`src/rtl/spi_pkg.sv`:
```
// Shared types and constants for the SPI slave front end: FSM state encoding,
// word widths and the 2-bit command codes carried in the top of each word.
package spi_pkg;
  localparam int SPI_DATA_W = 8;
  localparam int SPI_WORD_W = SPI_DATA_W + 2;

  typedef enum logic [2:0] {IDLE, CHK_CMD, WRITE, READ_ADD, READ_DATA} state_t;

  localparam logic [1:0] CMD_WR_ADDR = 2'b00;
  localparam logic [1:0] CMD_WR_DATA = 2'b01;
  localparam logic [1:0] CMD_RD_ADDR = 2'b10;
  localparam logic [1:0] CMD_RD_DATA = 2'b11;

  // True when a completed word's command field agrees with the state that received it.
  function automatic logic cmd_match(input state_t st, input logic [1:0] cmd);
    case (st)
      WRITE:     return (cmd == CMD_WR_ADDR) || (cmd == CMD_WR_DATA);
      READ_ADD:  return cmd == CMD_RD_ADDR;
      READ_DATA: return cmd == CMD_RD_DATA;
      default:   return 1'b0;
    endcase
  endfunction
endpackage

```
`src/rtl/spi_piso_tx.sv`:
```
// MISO serialiser: loads the RAM read byte and shifts it out MSB first, one bit
// per clock; abort (slave deselect) drops the transfer immediately.
module spi_piso_tx #(
  parameter int DATA_W = 8
) (
  input  logic              clk,
  input  logic              rst_n,
  input  logic              i_abort,
  input  logic              i_load,
  input  logic [DATA_W-1:0] i_data,
  output logic              o_miso
);
  localparam int CNT_W = $clog2(DATA_W + 1);

  logic [DATA_W-1:0] r_sh;
  logic [CNT_W-1:0]  r_cnt;
  logic              w_busy;

  assign w_busy = (r_cnt != '0);
  assign o_miso = w_busy & r_sh[DATA_W-1];

  // A load while a byte is still going out is dropped, not restarted.
  always_ff @(posedge clk or negedge rst_n) begin
    if (!rst_n) begin
      r_sh  <= '0;
      r_cnt <= '0;
    end else if (i_abort) begin
      r_sh  <= '0;
      r_cnt <= '0;
    end else if (i_load && !w_busy) begin
      r_sh  <= i_data;
      r_cnt <= CNT_W'(DATA_W);
    end else if (w_busy) begin
      r_sh  <= {r_sh[DATA_W-2:0], 1'b0};
      r_cnt <= r_cnt - 1'b1;
    end
  end
endmodule

```
`src/rtl/spi_slave_fsm.sv`:
```
// SPI slave front end: deserialises MOSI frames into command words for the RAM
// and serialises the RAM read byte onto MISO. SPI_CMD_CHECK_EN adds a cmd-field check.
module spi_slave_fsm #(
  parameter int DATA_W = spi_pkg::SPI_DATA_W
) (
  input  logic              clk,
  input  logic              rst_n,
  input  logic              SS_n,
  input  logic              MOSI,
  output logic              MISO,
  output logic [DATA_W+1:0] rx_data,
  output logic              rx_valid,
  input  logic [DATA_W-1:0] tx_data,
  input  logic              tx_valid,
  output logic              cmd_err
);
  import spi_pkg::*;

  localparam int RX_W  = DATA_W + 2;
  localparam int CNT_W = $clog2(RX_W + 1);
  localparam logic [CNT_W-1:0] CNT_LAST = CNT_W'(RX_W - 1);
  localparam logic [CNT_W-1:0] CNT_FULL = CNT_W'(RX_W);

  state_t            r_state, w_nxt;
  logic [CNT_W-1:0]  r_cnt;
  logic [RX_W-1:0]   r_word, r_rx_data;
  logic              r_rx_valid, r_cmd_err, r_rd_seen;
  logic              w_in_word, w_shift, w_done, w_ok;
  logic [RX_W-1:0]   w_word;

  assign w_in_word = (r_state == WRITE) || (r_state == READ_ADD) || (r_state == READ_DATA);
  assign w_shift   = w_in_word && !SS_n && (r_cnt < CNT_FULL);
  assign w_done    = w_shift && (r_cnt == CNT_LAST);
  assign w_word    = {r_word[RX_W-2:0], MOSI};

`ifdef SPI_CMD_CHECK_EN
  assign w_ok = cmd_match(r_state, w_word[RX_W-1 -: 2]);
`else
  assign w_ok = 1'b1;
`endif

  always_comb begin
    w_nxt = r_state;
    case (r_state)
      IDLE:    if (!SS_n) w_nxt = CHK_CMD;
      CHK_CMD: begin
        if (SS_n)          w_nxt = IDLE;
        else if (!MOSI)    w_nxt = WRITE;
        else if (r_rd_seen) w_nxt = READ_DATA;
        else               w_nxt = READ_ADD;
      end
      default: if (SS_n) w_nxt = IDLE;
    endcase
  end

  always_ff @(posedge clk or negedge rst_n) begin
    if (!rst_n) r_state <= IDLE;
    else        r_state <= w_nxt;
  end

  // Counter saturates at RX_W so trailing bits in a frame are ignored.
  always_ff @(posedge clk or negedge rst_n) begin
    if (!rst_n) begin
      r_cnt      <= '0;
      r_word     <= '0;
      r_rx_data  <= '0;
      r_rx_valid <= 1'b0;
      r_cmd_err  <= 1'b0;
      r_rd_seen  <= 1'b0;
    end else begin
      r_rx_valid <= 1'b0;
      r_cmd_err  <= 1'b0;
      if (SS_n || !w_in_word) begin
        r_cnt  <= '0;
        r_word <= '0;
      end else if (w_shift) begin
        r_cnt  <= r_cnt + 1'b1;
        r_word <= w_word;
      end
      if (w_done) begin
        if (w_ok) begin
          r_rx_valid <= 1'b1;
          r_rx_data  <= w_word;
          if (r_state == READ_ADD)       r_rd_seen <= 1'b1;
          else if (r_state == READ_DATA) r_rd_seen <= 1'b0;
        end else begin
          r_cmd_err <= 1'b1;
        end
      end
    end
  end

  spi_piso_tx #(.DATA_W(DATA_W)) u_tx (
    .clk     (clk),
    .rst_n   (rst_n),
    .i_abort (SS_n),
    .i_load  (tx_valid && (r_state == READ_DATA)),
    .i_data  (tx_data),
    .o_miso  (MISO)
  );

  assign rx_data  = r_rx_data;
  assign rx_valid = r_rx_valid;
  assign cmd_err  = r_cmd_err;
endmodule

```
`config.mk`:
```
export PLATFORM = sky130hd
export DESIGN_NAME = spi_slave_fsm
export DESIGN_NICKNAME = d
export VERILOG_FILES = /design/src/rtl/spi_pkg.sv /design/src/rtl/spi_piso_tx.sv /design/src/rtl/spi_slave_fsm.sv
export SDC_FILE = /design/constraint.sdc
export NUM_CORES = 1
export LEC_CHECK = 0
export ABC_AREA = 1
export ABC_CLOCK_PERIOD_IN_PS = 2500
export CAP_MARGIN = 15
export CORE_ASPECT_RATIO = 0.6
export CORE_MARGIN = 3
export CORE_UTILIZATION = 58
export CTS_CLUSTER_DIAMETER = 30
export CTS_CLUSTER_SIZE = 10
export DETAILED_ROUTE_END_ITERATION = 8
export PLACE_DENSITY_LB_ADDON = 0.25
export REMOVE_ABC_BUFFERS = 1
export SLEW_MARGIN = 15
export SYNTH_ARGS = -nofsm -noshare
export SYNTH_HDL_FRONTEND = slang
export SYNTH_HIERARCHICAL = 1
export SYNTH_SLANG_ARGS = --single-unit
export TNS_END_PERCENT = 1
```
`constraint.sdc`:
```
create_clock -name clk -period 2.5 [get_ports clk]
set_input_delay 0.75 -clock clk [delete_from_list [all_inputs] [get_ports clk]]
set_output_delay 0.75 -clock clk [all_outputs]
set_load 0.05 [all_outputs]
```
==> out/qor.yml <==
grt:
  antenna_found_initial: 0
  grt_pass1_vias: 1476
  globalRouteMet1Util: 0.3554
  grt_max_degree: 22
  grt_pass1_wl_mm: 7.189
  gr-max-usage-layer: "met1"
  grt_usage: 0.2310
  globalRouteOverflowTotal: 0
  met2_usage: 0.3093
  grt.met3_usage: 0.05810
die:
  coreArea_um2: 3040
  start_util: 0.6428
  io_pins: 26
  die_area_um2: 4125
  die_h_um: 50.97
  die_w_um: 80.94
  rows: 15
place:
  io_buffers: 24
  hpwl_mm: 2.828
  gp_congestion: 0.8940
logic_synthesis:
  synth_xor_area_frac: 0.008963
  syn-mean-instance-area_um2: 8.352
  synth_top_family_by_area: "simple AND/OR/NAND/NOR gates"
  ys_warn_count: 6
  syn_area_um2: 1954
  synth_cell_types: 29
  synth-seq-cells: 40
  synth_fa_ha_area_frac: 0.01921
  netlist.area_leader.share: 0.5122
  synthMuxAreaShare: 0
  syn_inst: 234
  synth_compound_area_frac: 0.05058
  synth-simple-area-share: 0.3348
  yosysTopAreaCell: "dfrtp_1"
  synth.area.top_cells: "dfrtp_1 (51%), nand2_1 (17%), nand4_1 (5.8%), nand3_1 (3.6%), inv_1 (2.7%)"
  seq_area_frac_synth: 0.5122
detailed_routing:
  num_vias: 1656
  drc: 0
  wire_per_inst_um: 13.08
  drt_wl_total_mm: 3.989
  first_iter_violations: 152
  post_drt_via_cell_ratio: 5.430
  drtPass1Iterations: 5
  ant_nets: 0
timing:
  clock.fmax_ghz: 0.4272
  relSlewSlack: 0.6669
  worstMarginPinSlew_ns: 0.4980
  fin_skew_ns: 0.006581
  fin_tns_setup_ns: 0
  rsz0062_at_grt: "no"
  hold_violations: 0
  finalMaxSlewViolations: 0
  finalCritPeriodShare: 0.9363
  period_needed_ns: 2.341
  setup_viol: 0
job:
  max_cap_violations: 0
finish:
  area_growth_pct: 19.72
  drive_gt1_frac: 0.1179
  utilization: 0.7695
  n_antenna_cell: 0
  mostFrequentLayoutCell: "nand2_1"
  final_cell_mix: "nand2_1 (89), dfrtp_1 (40), clkdlybuf4s50_1 (22), nand4_1 (18)"
  layout.nets: 278
pwr:
  power.leakage_uw: 0.001208
  power_density_nw_per_um2: 677.6
  peakVddDrop_uv: 441.5
worst_setup_path:
  crit_required_ns: 1.75
  worst-path-max-fanout: 10
  startpoint_type: "flip-flop"
  arrival_ns: 1.59
  setup.reg_to_reg.worst_slack_ns: 0.73
  end_kind: "output port"
  critPathKind: "flip-flop to output port"
hold_path:
  hold_class: "input pin to asynchronous set/reset pin"
outcome:
  status: "finished clean"
clock_tree:
  holdBufCountCts: 0
  clkTransAtPathRegs_ns: 0.08
  cts.sinks: 40
  cts_setup_buffers: 0
  cts.htree.levels: 2
  cts_buffers: 5
  cts_tree: "yes"
  cts-root-buf: "clkbuf_8"
  cts.repair.resized: 0
  clock_latency_ns: 0.29
  cts_max_path_buffers: 2
-- area by class of cell --
cell class                 instances  area [um2]
sequential                        40        1001
multi-input combinational        166       812.0
fill                             214       700.7
timing repair buffer              31       297.8
clock buffer                       6       72.57
inverter                          18       68.82
tap                               42       52.55
clock inverter                     2       35.03
-- through the flow --
stage	power, uW	setup slack (ns)	hold slack (ns)	instances	cell area [um2]
floorplan	964.0	0.1098	0.4544	224	1882
global placement	1070	0.2959	0.4541	297	2232
detailed placement	1076	0.2563	0.4596	297	2232
CTS	1594	0.1527	0.4047	305	2340
global route	1688	0.0003318	0.4251	305	2340
finish	1585	0.1593	0.3942	305	2340
-- sequential cells by signal (all words and copies together) (netlist names) --
| register | count |
|---|---|
| u_tx/r_sh | 8 |
| rx_data | 10 |
| r_word | 9 |
| u_tx/r_cnt | 4 |
| r_rd_seen | 1 |
| r_state | 3 |
| rx_valid | 1 |
| r_cnt | 4 |
-- Yosys cell counts (all sizes together) --
library cell  count
a21oi             3
a31oi             1
and3              1
buf               9
clkbuf            1
clkinv            1
conb              1
dfrtp            40
ha                3
inv              17
nand2            89
nand3            18
nand3b            1
nand4            18
nor2             17
nor3              1
o21ai            10
o22ai             1
xor2              2
-- critical path: stages, from the launching register on --
cell and delay, ns:
dfrtp_1 0.33, inv_1 0.08, ha_1 0.22, nand2_1 0.12, clkinv_2 0.17, nor2_1 0.21
buf_12 0.17
-- final timing paths --
check / startpoint / end / cells after the start
max reg2reg: r_state[1] / u_tx/r_sh[7] / 6
max: u_tx/r_cnt[0] / MISO / 6
min in group clk: rx_data[5] / rx_data[5] / 2
max in group asynchronous: rst_n / rx_data[0] / 2
min: rst_n / rx_valid / 1
min reg2reg: rx_data[5] / rx_data[5] / 2
-- where the power goes --
part | switching [uW] | internal (uW) | total, uW
logic | 246 | 118 | 364
clock network | 216 | 296 | 512
registers | 30.4 | 679 | 709
-- cells by family after synthesis --
kind of cell / after synthesis
other: 1
buffers and inverters: 28
adder cells (fa/ha/maj): 3
AND/OR/NAND/NOR: 145
AO/OA/AOI/OAI: 15
flip-flops: 40
XOR/XNOR: 2
-- layer usage --
metal | routed length (um) | share of wire
met3 | 286 | 0.072
met2 | 1668 | 0.42
met4 | 51 | 0.013
met5 | 0 | 0
met1 | 1984 | 0.50
No activity file was read; power rests on OpenSTA's default activity.
